`src/rtl/foo_slot_tracker.sv`:
```
// foo_slot_tracker: per-slot lifecycle tracker for up to 16 foo slots.
// Each slot moves through INACTIVE -> PENDING -> ACTIVE -> DRAIN -> INACTIVE.
// States are published as packed 2-bit fields, both registered and next-state.
module foo_slot_tracker #(
    parameter int NUM_SLOTS    = 7,
    parameter int WORD_W       = 32,
    parameter int DRAIN_CYCLES = 4
) (
    input  logic              i_clk,
    input  logic              i_rst_n,
    input  logic              i_alloc_valid,
    output logic              o_alloc_ready,
    output logic [3:0]        o_alloc_slot,
    input  logic              i_start_valid,
    input  logic [3:0]        i_start_slot,
    input  logic              i_done_valid,
    input  logic [3:0]        i_done_slot,
    output logic [WORD_W-1:0] o_foo_current,
    output logic [WORD_W-1:0] o_foo_next,
    output logic              o_err
);

    typedef enum logic [1:0] {
        SLOT_INACTIVE = 2'b00,
        SLOT_PENDING  = 2'b01,
        SLOT_ACTIVE   = 2'b10,
        SLOT_DRAIN    = 2'b11
    } slotState_e;

    localparam int CNT_W = (DRAIN_CYCLES > 1) ? $clog2(DRAIN_CYCLES) : 1;
    localparam logic [CNT_W-1:0] DRAIN_LOAD = CNT_W'(DRAIN_CYCLES - 1);

    slotState_e       slotState_q [NUM_SLOTS];
    slotState_e       slotState_d [NUM_SLOTS];
    logic [CNT_W-1:0] drainCnt_q  [NUM_SLOTS];
    logic [CNT_W-1:0] drainCnt_d  [NUM_SLOTS];
    logic             err_q;
    logic             err_d;

    logic             allocReady;
    logic [3:0]       allocSlot;
    logic             allocFire;
    logic             startLegal;
    logic             doneLegal;
    logic [WORD_W-1:0] fooCurrent;
    logic [WORD_W-1:0] fooNext;

    // Pick the lowest-index INACTIVE slot; a slot still in DRAIN is not a candidate.
    always_comb begin
        allocReady = 1'b0;
        allocSlot  = '0;
        for (int i = NUM_SLOTS - 1; i >= 0; i--) begin
            if (slotState_q[i] == SLOT_INACTIVE) begin
                allocReady = 1'b1;
                allocSlot  = 4'(i);
            end
        end
    end

    assign allocFire = i_alloc_valid & allocReady;

    // Per-slot next state from registered state; events matching no legal slot flag an error.
    always_comb begin
        startLegal = 1'b0;
        doneLegal  = 1'b0;
        fooNext    = '0;
        fooCurrent = '0;
        for (int i = 0; i < NUM_SLOTS; i++) begin
            slotState_d[i] = slotState_q[i];
            drainCnt_d[i]  = drainCnt_q[i];
            case (slotState_q[i])
                SLOT_INACTIVE: begin
                    if (allocFire && (allocSlot == 4'(i))) begin
                        slotState_d[i] = SLOT_PENDING;
                    end
                end
                SLOT_PENDING: begin
                    if (i_start_valid && (i_start_slot == 4'(i))) begin
                        slotState_d[i] = SLOT_ACTIVE;
                        startLegal     = 1'b1;
                    end
                end
                SLOT_ACTIVE: begin
                    if (i_done_valid && (i_done_slot == 4'(i))) begin
                        slotState_d[i] = SLOT_DRAIN;
                        drainCnt_d[i]  = DRAIN_LOAD;
                        doneLegal      = 1'b1;
                    end
                end
                default: begin
                    if (drainCnt_q[i] == '0) begin
                        slotState_d[i] = SLOT_INACTIVE;
                    end else begin
                        drainCnt_d[i] = drainCnt_q[i] - 1'b1;
                    end
                end
            endcase
            fooNext[2*i +: 2]    = slotState_d[i];
            fooCurrent[2*i +: 2] = slotState_q[i];
        end
        if (!i_rst_n) begin
            fooNext = '0;
        end
        err_d = i_rst_n & ((i_start_valid & ~startLegal) | (i_done_valid & ~doneLegal));
    end

    // Slot state, drain counters and error pulse register; reset forces everything idle.
    always_ff @(posedge i_clk) begin
        if (!i_rst_n) begin
            for (int i = 0; i < NUM_SLOTS; i++) begin
                slotState_q[i] <= SLOT_INACTIVE;
                drainCnt_q[i]  <= '0;
            end
            err_q <= 1'b0;
        end else begin
            for (int i = 0; i < NUM_SLOTS; i++) begin
                slotState_q[i] <= slotState_d[i];
                drainCnt_q[i]  <= drainCnt_d[i];
            end
            err_q <= err_d;
        end
    end

    assign o_alloc_ready = allocReady;
    assign o_alloc_slot  = allocSlot;
    assign o_foo_current = fooCurrent;
    assign o_foo_next    = fooNext;
    assign o_err         = err_q;

endmodule

```
`config.mk`:
```
export PLATFORM = sky130hd
export DESIGN_NAME = foo_slot_tracker
export DESIGN_NICKNAME = d
export VERILOG_FILES = /design/src/rtl/foo_slot_tracker.sv
export SDC_FILE = /design/constraint.sdc
export NUM_CORES = 1
export LEC_CHECK = 0
export CORE_MARGIN = 8
export CORE_UTILIZATION = 46
export CTS_CLUSTER_DIAMETER = 100
export DETAILED_ROUTE_END_ITERATION = 8
export PLACE_DENSITY_LB_ADDON = 0.15
export SYNTH_ARGS = -nofsm -noshare
export SYNTH_HDL_FRONTEND = slang
export SYNTH_SLANG_ARGS = --single-unit
```
`constraint.sdc`:
```
create_clock -name i_clk -period 1.8 [get_ports i_clk]
set_input_delay 0.36 -clock i_clk [delete_from_list [all_inputs] [get_ports i_clk]]
set_output_delay 0.36 -clock i_clk [all_outputs]
set_load 0.05 [all_outputs]
```
==> results_dict.tcl, run 1 <==
set metrics [dict create \
    status "finished, violations left" \
    violations "negative setup slack" \
    die-height_um 87.11 \
    dp_hpwl_mm 5.708 \
    post-route-period-util_pct 115.2 \
    syn_to_final_growth_pct 73.75 \
    synth-seq-cells 29 \
    synth_edf_count 0 \
    root_buffer "clkbuf_8" \
    p_int_mw 1.120 \
    start_util_pct 46.73 \
    die_x_um 87.11 \
    antenna_cells 0 \
    hold_buffers 0 \
    rr_endpoint "o_err" \
    antenna_found_initial 0 \
    drc 0 \
    ff_latch_area_um2 634.4 \
    synth_flop_cell "dfxtp_1" \
    power_mw 1.783 \
    period_needed_ps 2073 \
    yosys.area.top_type "dfxtp_1" \
    critical_path_class "reg2out" \
    fillCellCount 309 \
    synthAdderAreaFrac_pct 3.765 \
    die_area_um2 7588 \
    cts.htree.levels 2 \
    finish.instance_area_um2 4041 \
    yosysMostFrequentCell "buf_4" \
    critPathMaxFanout 4 \
    synthMuxAreaShare_pct 0.8607 \
    start_kind "flip-flop" \
    cts_tree "built" \
    fmax_ghz 0.4824 \
    arrival_ps 1710 \
    p_comb_share_pct 30.6 \
    core_um2 4977 \
    yosys-top-cells-count "38 x buf_4, 29 x dfxtp_1, 28 x nand2_1" \
    seq_power_share_pct 36.2 \
    worstHoldPathType "reg2reg" \
    synth_cell_types 64 \
    r2r-start "slotState_q[1][1]" \
    synthesis.instances 296 \
    finalSetupTns_ps -1837 \
    drt_first_pass_iters 6 \
    viasPerCell 5.441 \
    ios 83 \
    powerDensity_nw_per_um2 441.3 \
    grt_pass1_wl_mm 12.67 \
    critPathLaunch "slotState_q[1][1]" \
    synth-seq-area-share_pct 24.96 \
    clkSinkCount 29 \
    syn_area_per_cell_um2 7.858 \
    clockBufferDepth 2 \
    crit_path_end "o_foo_next[10]" \
    grt_pass1_vias 2622 \
    finalHoldViolCount 0 \
    setup_ws_ps -273.1 \
    clkTransAtPathRegs_ps 70 \
    multiInputGateArea_um2 1854 \
    swShare_pct 37.21 \
    yosysTopAreaCellShare_pct 24.96 \
    grt_use_total_pct 21.24 \
    cp_data_required_time_ps 1440 \
    ant_nets 0 \
    max_stage_delay_ps 400 \
    grt_start_max_net_pins 11 \
    nNetsFinal 443 \
    port_buffers 45 \
    rows 26 \
    yosys_warnings 0 \
    p_clk_share_pct 33.2 \
    gr-total-overflow 0 \
    synth.area.top_cells "dfxtp_1 25%, buf_4 12%, nand2_1 4.5%, ha_1 3.8%, a21oi_1 3.7%" \
    insertion_delay_ps 300 \
    postPlaceCellArea_um2 3400 \
    p_switching_uw 663.7 \
    drive_above_1_share_pct 55.19 \
    synth_top_family_by_area "simple AND/OR/NAND/NOR gates" \
    synth_xor_area_share_pct 0 \
    numCtsBuffers 5 \
    post_drt_wl_per_cell_um 17.70 \
    cp-end-kind "output pin" \
    maxCapViolCount 0 \
    first_iter_violations 210 \
    ys_async_sr_fraction_pct 0 \
    finalSetupViolCount 12 \
    cp_slowest_cell "dfxtp_4" \
    leakage_nw 1.671 \
    rsz0062_at_grt "yes" \
    num_vias 2688 \
    synth-compound-area-share_pct 22.86 \
    maxSlewViolCount 0 \
    synth_simple_gate_area_share_pct 27.43 \
    place_congestion 0.9090 \
    worstRegToRegCells 5 \
    crit_chain "o221ai_4 > buf_4 > nor3b_2 > o21ai_2 > a31oi_4 > buf_12" \
    netlist_area_um2 2326 \
    finalClockSkew_ps 9.075 \
    r2r_slack_ps 230 \
    drt-total-wl_mm 8.743 \
    ir_drop_mv 0.4168 \
]
-- timing repair --
item	in CTS	in global routing
endpoints found under the setup margin	15	15
gates resized for setup	95	37
pin swaps	23	19
buffers inserted	20	11
-- metrics by stage --
step / util, % / hold WS [ps] / instances / setup WS (ps)
after floorplan: - / 430.8 / 332 / -152.7
after global placement: 68.30 / 439.0 / 456 / -544.9
after detailed placement: 68.30 / 448.4 / 456 / -580.4
after CTS: 77.07 / 461.3 / 484 / -273.8
after global routing: 81.20 / 480.2 / 494 / -292.2
final: 81.20 / 452.3 / 494 / -273.1
-- worst max-delay path: cells and delay by family (launching register included) --
kind	cells	cell delay, ps
buffers and inverters	2	310
AND/OR/NAND/NOR	1	210
flip-flops	1	400
AO/OA/AOI/OAI	3	480
-- area by class of cell --
type,count,area share (%)
flip-flops and latches,29,15.70
clock buffers,6,2.043
inverters,22,2.043
clock inverters,2,0.3406
well taps,70,2.167
multi-input cells,229,45.88
repair buffers,136,31.83
-- state kept, by name, summed over array words and instances, names as in the netlist --
signal,flops
drainCnt_q,14
slotState_q,14
o_err,1
-- power by group through the flow --
stage / combinational (mW) / sequential [mW] / clock [mW]
after CTS: 0.512 / 0.642 / 0.596
after global placement: 0.465 / 0.659 / 0
after global routing: 0.567 / 0.646 / 0.625
after detailed placement: 0.469 / 0.659 / 0
after floorplan: 0.350 / 0.678 / 0
final: 0.546 / 0.645 / 0.593
-- metal layers --
metal  vias up  part of all wire, %  track usage [%]
li1       1250                    -                -
met1      1254                   38            23.27
met2       141                   49            36.78
met3        43                  8.1            5.849
met4         0                  4.0            10.31
met5         -                    0                0
-- logic make-up (layout without fill, tap and decap cells) --
group	after synthesis	in the layout
other	1	37
and+or+nand+nor	109	109
muxes	2	2
AOI/OAI and AO/OA	74	74
DFF	29	29
adders and majority gates	7	7
buffers and inverters	74	166
-- worst min-delay path by stage --
stage / cells after the start / start / to / slack, ps
floorplan: 2 / drainCnt_q[1][1] / drainCnt_q[1][1] / 430
CTS: 2 / drainCnt_q[4][1] / drainCnt_q[4][1] / 460
global route: 1 / drainCnt_q[3][0] / drainCnt_q[3][0] / 480
finish: 1 / drainCnt_q[3][0] / drainCnt_q[3][0] / 450
detailed placement: 2 / drainCnt_q[4][1] / drainCnt_q[4][1] / 450
global placement: 2 / drainCnt_q[4][1] / drainCnt_q[4][1] / 440
-- cell usage in the layout (no fill, tap or decap), types with 3 or more instances in the layout --
master / Yosys / final
a21oi_1: 17 / 12
nor3_1: 10 / 7
buf_4: 38 / 99
nand3b_1: 3 / 3
dfxtp_2: 0 / 7
dfxtp_1: 29 / 10
buf_8: 0 / 3
inv_1: 22 / 18
nand4_1: 3 / 3
a31oi_4: 0 / 3
a211oi_1: 4 / 4
nand4b_1: 5 / 5
buf_12: 0 / 15
clkbuf_8: 2 / 6
dfxtp_4: 0 / 12
a31oi_1: 8 / 3
nor2_2: 1 / 4
o21ai_0: 13 / 11
nor2_4: 0 / 5
buf_6: 2 / 12
nor2_1: 19 / 11
inv_2: 0 / 4
nand2_1: 28 / 24
nand3_1: 7 / 7
buf_2: 7 / 4
conb_1: 1 / 37
a21oi_4: 0 / 3
ha_2: 0 / 4
Note: power is estimated with default switching activity, not from simulation.
==> inputs of run 2 (changes only) <==
Settings changed: CTS_CLUSTER_DIAMETER 100 to 60.
==> results of run 2 <==
The final DEF is identical to that of run 1; final timing and power are the same.
==> inputs of run 3 (changes only) <==
Settings changed: TNS_END_PERCENT set to 20.
==> results_dict.tcl, run 3 (synthesis gave the netlist of run 1 again) <==
set metrics [dict create \
    status "finished, violations left" \
    violations "negative setup slack" \
    dp_worst_setup_slack_ps -568.8 \
    p_switching_uw 606.6 \
    rsz0062_at_grt "yes" \
    rows 26 \
    ios 83 \
    holdWs_ps 439.9 \
    cp_data_required_time_ps 1440 \
    ir_drop_mv 0.3765 \
    grt_use_total_pct 19.92 \
    maxCapViolCount 0 \
    crit_chain "buf_6 > or4b_4 > a21oi_4 > buf_12" \
    gr-total-overflow 0 \
    finalSetupTns_ps -1824 \
    hold_buffers 0 \
    die_x_um 87.11 \
    p_comb_share_pct 30.7 \
    core_um2 4977 \
    final_common_cell "buf_4" \
    p_clk_share_pct 30.8 \
    drc 0 \
    ff_latch_area_um2 621.8 \
    ant_nets 0 \
    finalSetupViolCount 13 \
    antenna_found_initial 0 \
    insertion_delay_ps 290 \
    setup_ws_ps -229.1 \
    place_congestion 0.8563 \
    finalHoldViolCount 0 \
    antenna_cells 0 \
    leakage_nw 1.547 \
    seq_power_share_pct 38.5 \
    cts_tree "built" \
    post-route-period-util_pct 112.7 \
    critical_path_class "reg2out" \
    busiest_layer "met2" \
    nNetsFinal 426 \
    period_needed_ps 2029 \
    start_util_pct 46.73 \
    post_drt_wl_per_cell_um 15.70 \
    max_stage_delay_ps 580 \
    root_buffer "clkbuf_8" \
    clkSinkCount 29 \
    start_kind "flip-flop" \
    cp_slowest_cell "or4b_4" \
    clkTransAtPathRegs_ps 60 \
    clockBufferDepth 2 \
    powerDensity_nw_per_um2 446.5 \
    die-height_um 87.11 \
    numCtsBuffers 5 \
    syn_to_final_growth_pct 62.13 \
    finalClockSkew_ps 2.623 \
    viasPerCell 5.266 \
    grt_start_max_net_pins 14 \
    power_mw 1.684 \
    worstHoldPathType "reg2reg" \
    grt_pass1_wl_mm 11.99 \
    swShare_pct 36.03 \
    cp-end-kind "output pin" \
    met1_usage_pct 22.29 \
    grtUsageMet3_pct 4.623 \
    die_area_um2 7588 \
    fmax_ghz 0.4928 \
    num_vias 2512 \
    first_iter_violations 184 \
    drt_first_pass_iters 4 \
    critPathMaxFanout 3 \
    grt_pass1_vias 2445 \
    layout_common_cells "81 x buf_4, 37 x conb_1, 24 x nand2_1" \
    fillCellCount 367 \
    arrival_ps 1670 \
    p_int_mw 1.077 \
    maxSlewViolCount 0 \
    dp_hpwl_mm 5.820 \
    drt-total-wl_mm 7.489 \
    postLayoutCoreUtil_pct 75.77 \
    drive_above_1_share_pct 49.39 \
    met2_usage_pct 34.63 \
    multiInputGateArea_um2 1730 \
    cts.htree.levels 2 \
    port_buffers 45 \
]
-- run 3: cell count changes in the layout (fill, tap and decap cells not counted), sizes merged --
cell	change
buf	-19
clkbuf	+2
clkinv	-2
dlygate4sd2	+2
-- run 3: power by group through the flow --
| stage | clock network [mW] | logic [mW] | registers [mW] |
|---|---|---|---|
| 6_report | 0.519 | 0.517 | 0.648 |
| 4_1_cts | 0.530 | 0.500 | 0.647 |
| 2_1_floorplan | 0 | 0.344 | 0.684 |
| 5_1_grt | 0.557 | 0.541 | 0.647 |
| 3_5_place_dp | 0 | 0.476 | 0.662 |
| 3_3_place_gp | 0 | 0.472 | 0.662 |
-- run 3: worst max-delay path: cells and delay by family, from the launching register on --
| kind | cells | cell delay [ps] |
|---|---|---|
| buffers and inverters | 2 | 270 |
| AND/OR/NAND/NOR | 1 | 580 |
| AO/OA/AOI/OAI | 1 | 170 |
| flip-flops | 1 | 360 |
-- run 3: worst paths after layout --
check,from,endpoint,slack [ps],cells after the start
worst max-delay path,slotState_q[1][1],o_foo_next[3],-230,4
worst min-delay path,drainCnt_q[6][0],drainCnt_q[6][0],440,1
worst max register to register,slotState_q[1][1],o_err,220,5
worst min register to register,drainCnt_q[6][0],drainCnt_q[6][0],440,1
-- run 3: final cells by class --
| class | count | area share, % |
|---|---|---|
| clock buffers | 8 | 2.123 |
| inverters | 22 | 2.190 |
| multi-input cells | 229 | 45.89 |
| flip-flops and latches | 29 | 16.49 |
| well taps | 70 | 2.322 |
| repair buffers | 119 | 30.99 |
-- run 3: per-stage QoR --
| stage | std cells | area [um^2] |
|---|---|---|
| after floorplan | 332 | 2628 |
| after detailed placement | 462 | 3420 |
| final | 477 | 3771 |
| after global placement | 462 | 3420 |
| after global routing | 477 | 3771 |
| after CTS | 476 | 3674 |
-- run 3: routing by layer --
metal | wire, um | vias to the layer above
met5 | 0 | -
met4 | 252 | 0
met3 | 574 | 21
met2 | 3767 | 86
met1 | 2894 | 1189
li1 | - | 1216
-- run 3: timing repair --
item                                    CTS  global route
resized for setup                        78            22
setup buffers                             7             1
endpoints found under the setup margin   17            18
pin swaps                                20            13
==> edit: new RTL, flow settings as in run 3 <==
`WORD_W`: 32 -> 36.
--- a/src/rtl/foo_slot_tracker.sv
+++ b/src/rtl/foo_slot_tracker.sv
@@ -3,7 +3,7 @@
 // States are published as packed 2-bit fields, both registered and next-state.
 module foo_slot_tracker #(
     parameter int NUM_SLOTS    = 7,
-    parameter int WORD_W       = 32,
+    parameter int WORD_W       = 36,
     parameter int DRAIN_CYCLES = 4
 ) (
     input  logic              i_clk,
Ports: changed (resized o_foo_current and o_foo_next); port bits go from 83 to 91. No check against the original RTL was run, so the function may have changed too.
==> edit against run 3 <==
Sequential cell count stayed put; count of clock-buffer cells in the layout down 2; total power rose by 4.2%; largest power group unchanged; wire length up 0.57%; largest cell class unchanged; synthesized area rose by 2.6%; setup slack worse by 0.010 ns; cell area increased by 3.2%; the flow still finishes with violations (negative setup slack); non-clock buffer count up 5; maximum frequency shrank 0.50%.
==> edit: results (changes against run 3) <==
| Metric | Value |
|---|---|
| Seq. cell area | `628.1 µm² (+1.0%)` |
| Setup violations, final | `15 (+2)` |
| Via density | `5.124 (-2.7%)` |
| Power per cell area | `451.0 nW/µm² (+1.0%)` |
| Clock Skews | `0.006037 ns (+0.003414 ns)` |
| Synth Area in Adders | `0.03671 (-0.0009478)` |
| Status | `complete, but fails checks` |
| VDD IR-drop max | `0.5217 mV (+39%)` |
| Endpoint, Worst Hold | `drainCnt_q[3][0]` |
| Hold wc startpoint | `drainCnt_q[3][0]` |
| Register area share after synthesis | `0.2433 (-0.006282)` |
| Post-CTS Setup Bufs | `5 (-2)` |
| Final WL | `7.532 mm (+0.57%)` |
| R2R Setup Slk | `0.27 ns (+0.05 ns)` |
| Most frequent cells after synthesis | `buf_4 (46), dfxtp_1 (29), nand2_1 (28)` |
| Setup ws final | `-0.2392 ns (-0.01013 ns)` |
| Mux contribution to synthesized area | `0.008390 (-0.0002166)` |
| First-pass GRT wire length | `11.80 mm (-1.6%)` |
| Critical Path Start | `i_done_slot[0]` |
| Clk tree area frac | `0.02347 (+0.002238)` |
| Crit-path slowest cell | `or3b_4` |
| Complex-gate fraction of the synthesized area | `0.2229 (-0.005754)` |
| Failing checks | `negative setup slack` |
| Leakage | `1.611 nW (+4.1%)` |
| CP peak stage delay | `0.45 ns (-0.13 ns)` |
| Comb_multi_in | `237 (+3.5%)` |
| Non-clk bufs | `124 (+4.2%)` |
| Final RePlAce weighted congestion | `0.9083 (+6.1%)` |
| Fillers | `370 (+0.82%)` |
| DR iter-0 viols | `113 (-39%)` |
| Fraction of area in multi-input gates | `0.4534 (-0.005482)` |
[edit: stage by stage]
step                  util  hold slack (ns)  setup WS, ns  setup TNS (ns)  std cells
floorplan                -           0.4308       -0.1527          -1.076        348
global placement    0.6926           0.4432       -0.5258          -8.258        474
detailed placement  0.6926           0.4535       -0.5643          -9.625        474
CTS                 0.7496           0.4630       -0.2742          -2.482        486
global route        0.7717           0.4708       -0.2931          -3.266        490
finish              0.7717           0.4603       -0.2392          -2.262        490
[edit: per-layer routing]
layer  GRT usage  part of all wire  vias up
met4     0.08295             0.021        0
met3     0.04597             0.072       13
met2      0.3290              0.51       74
met1      0.2236              0.40     1192
met5           0                 0        -
li1            -                 -     1232
[edit: where the power goes]
part	internal [W]	total (W)	switching, W	leakage (nW)
registers	0.000635	0.000644	0.00000956	0.245
logic	0.000163	0.000550	0.000386	1.32
clock network	0.000302	0.000561	0.000259	0.0486
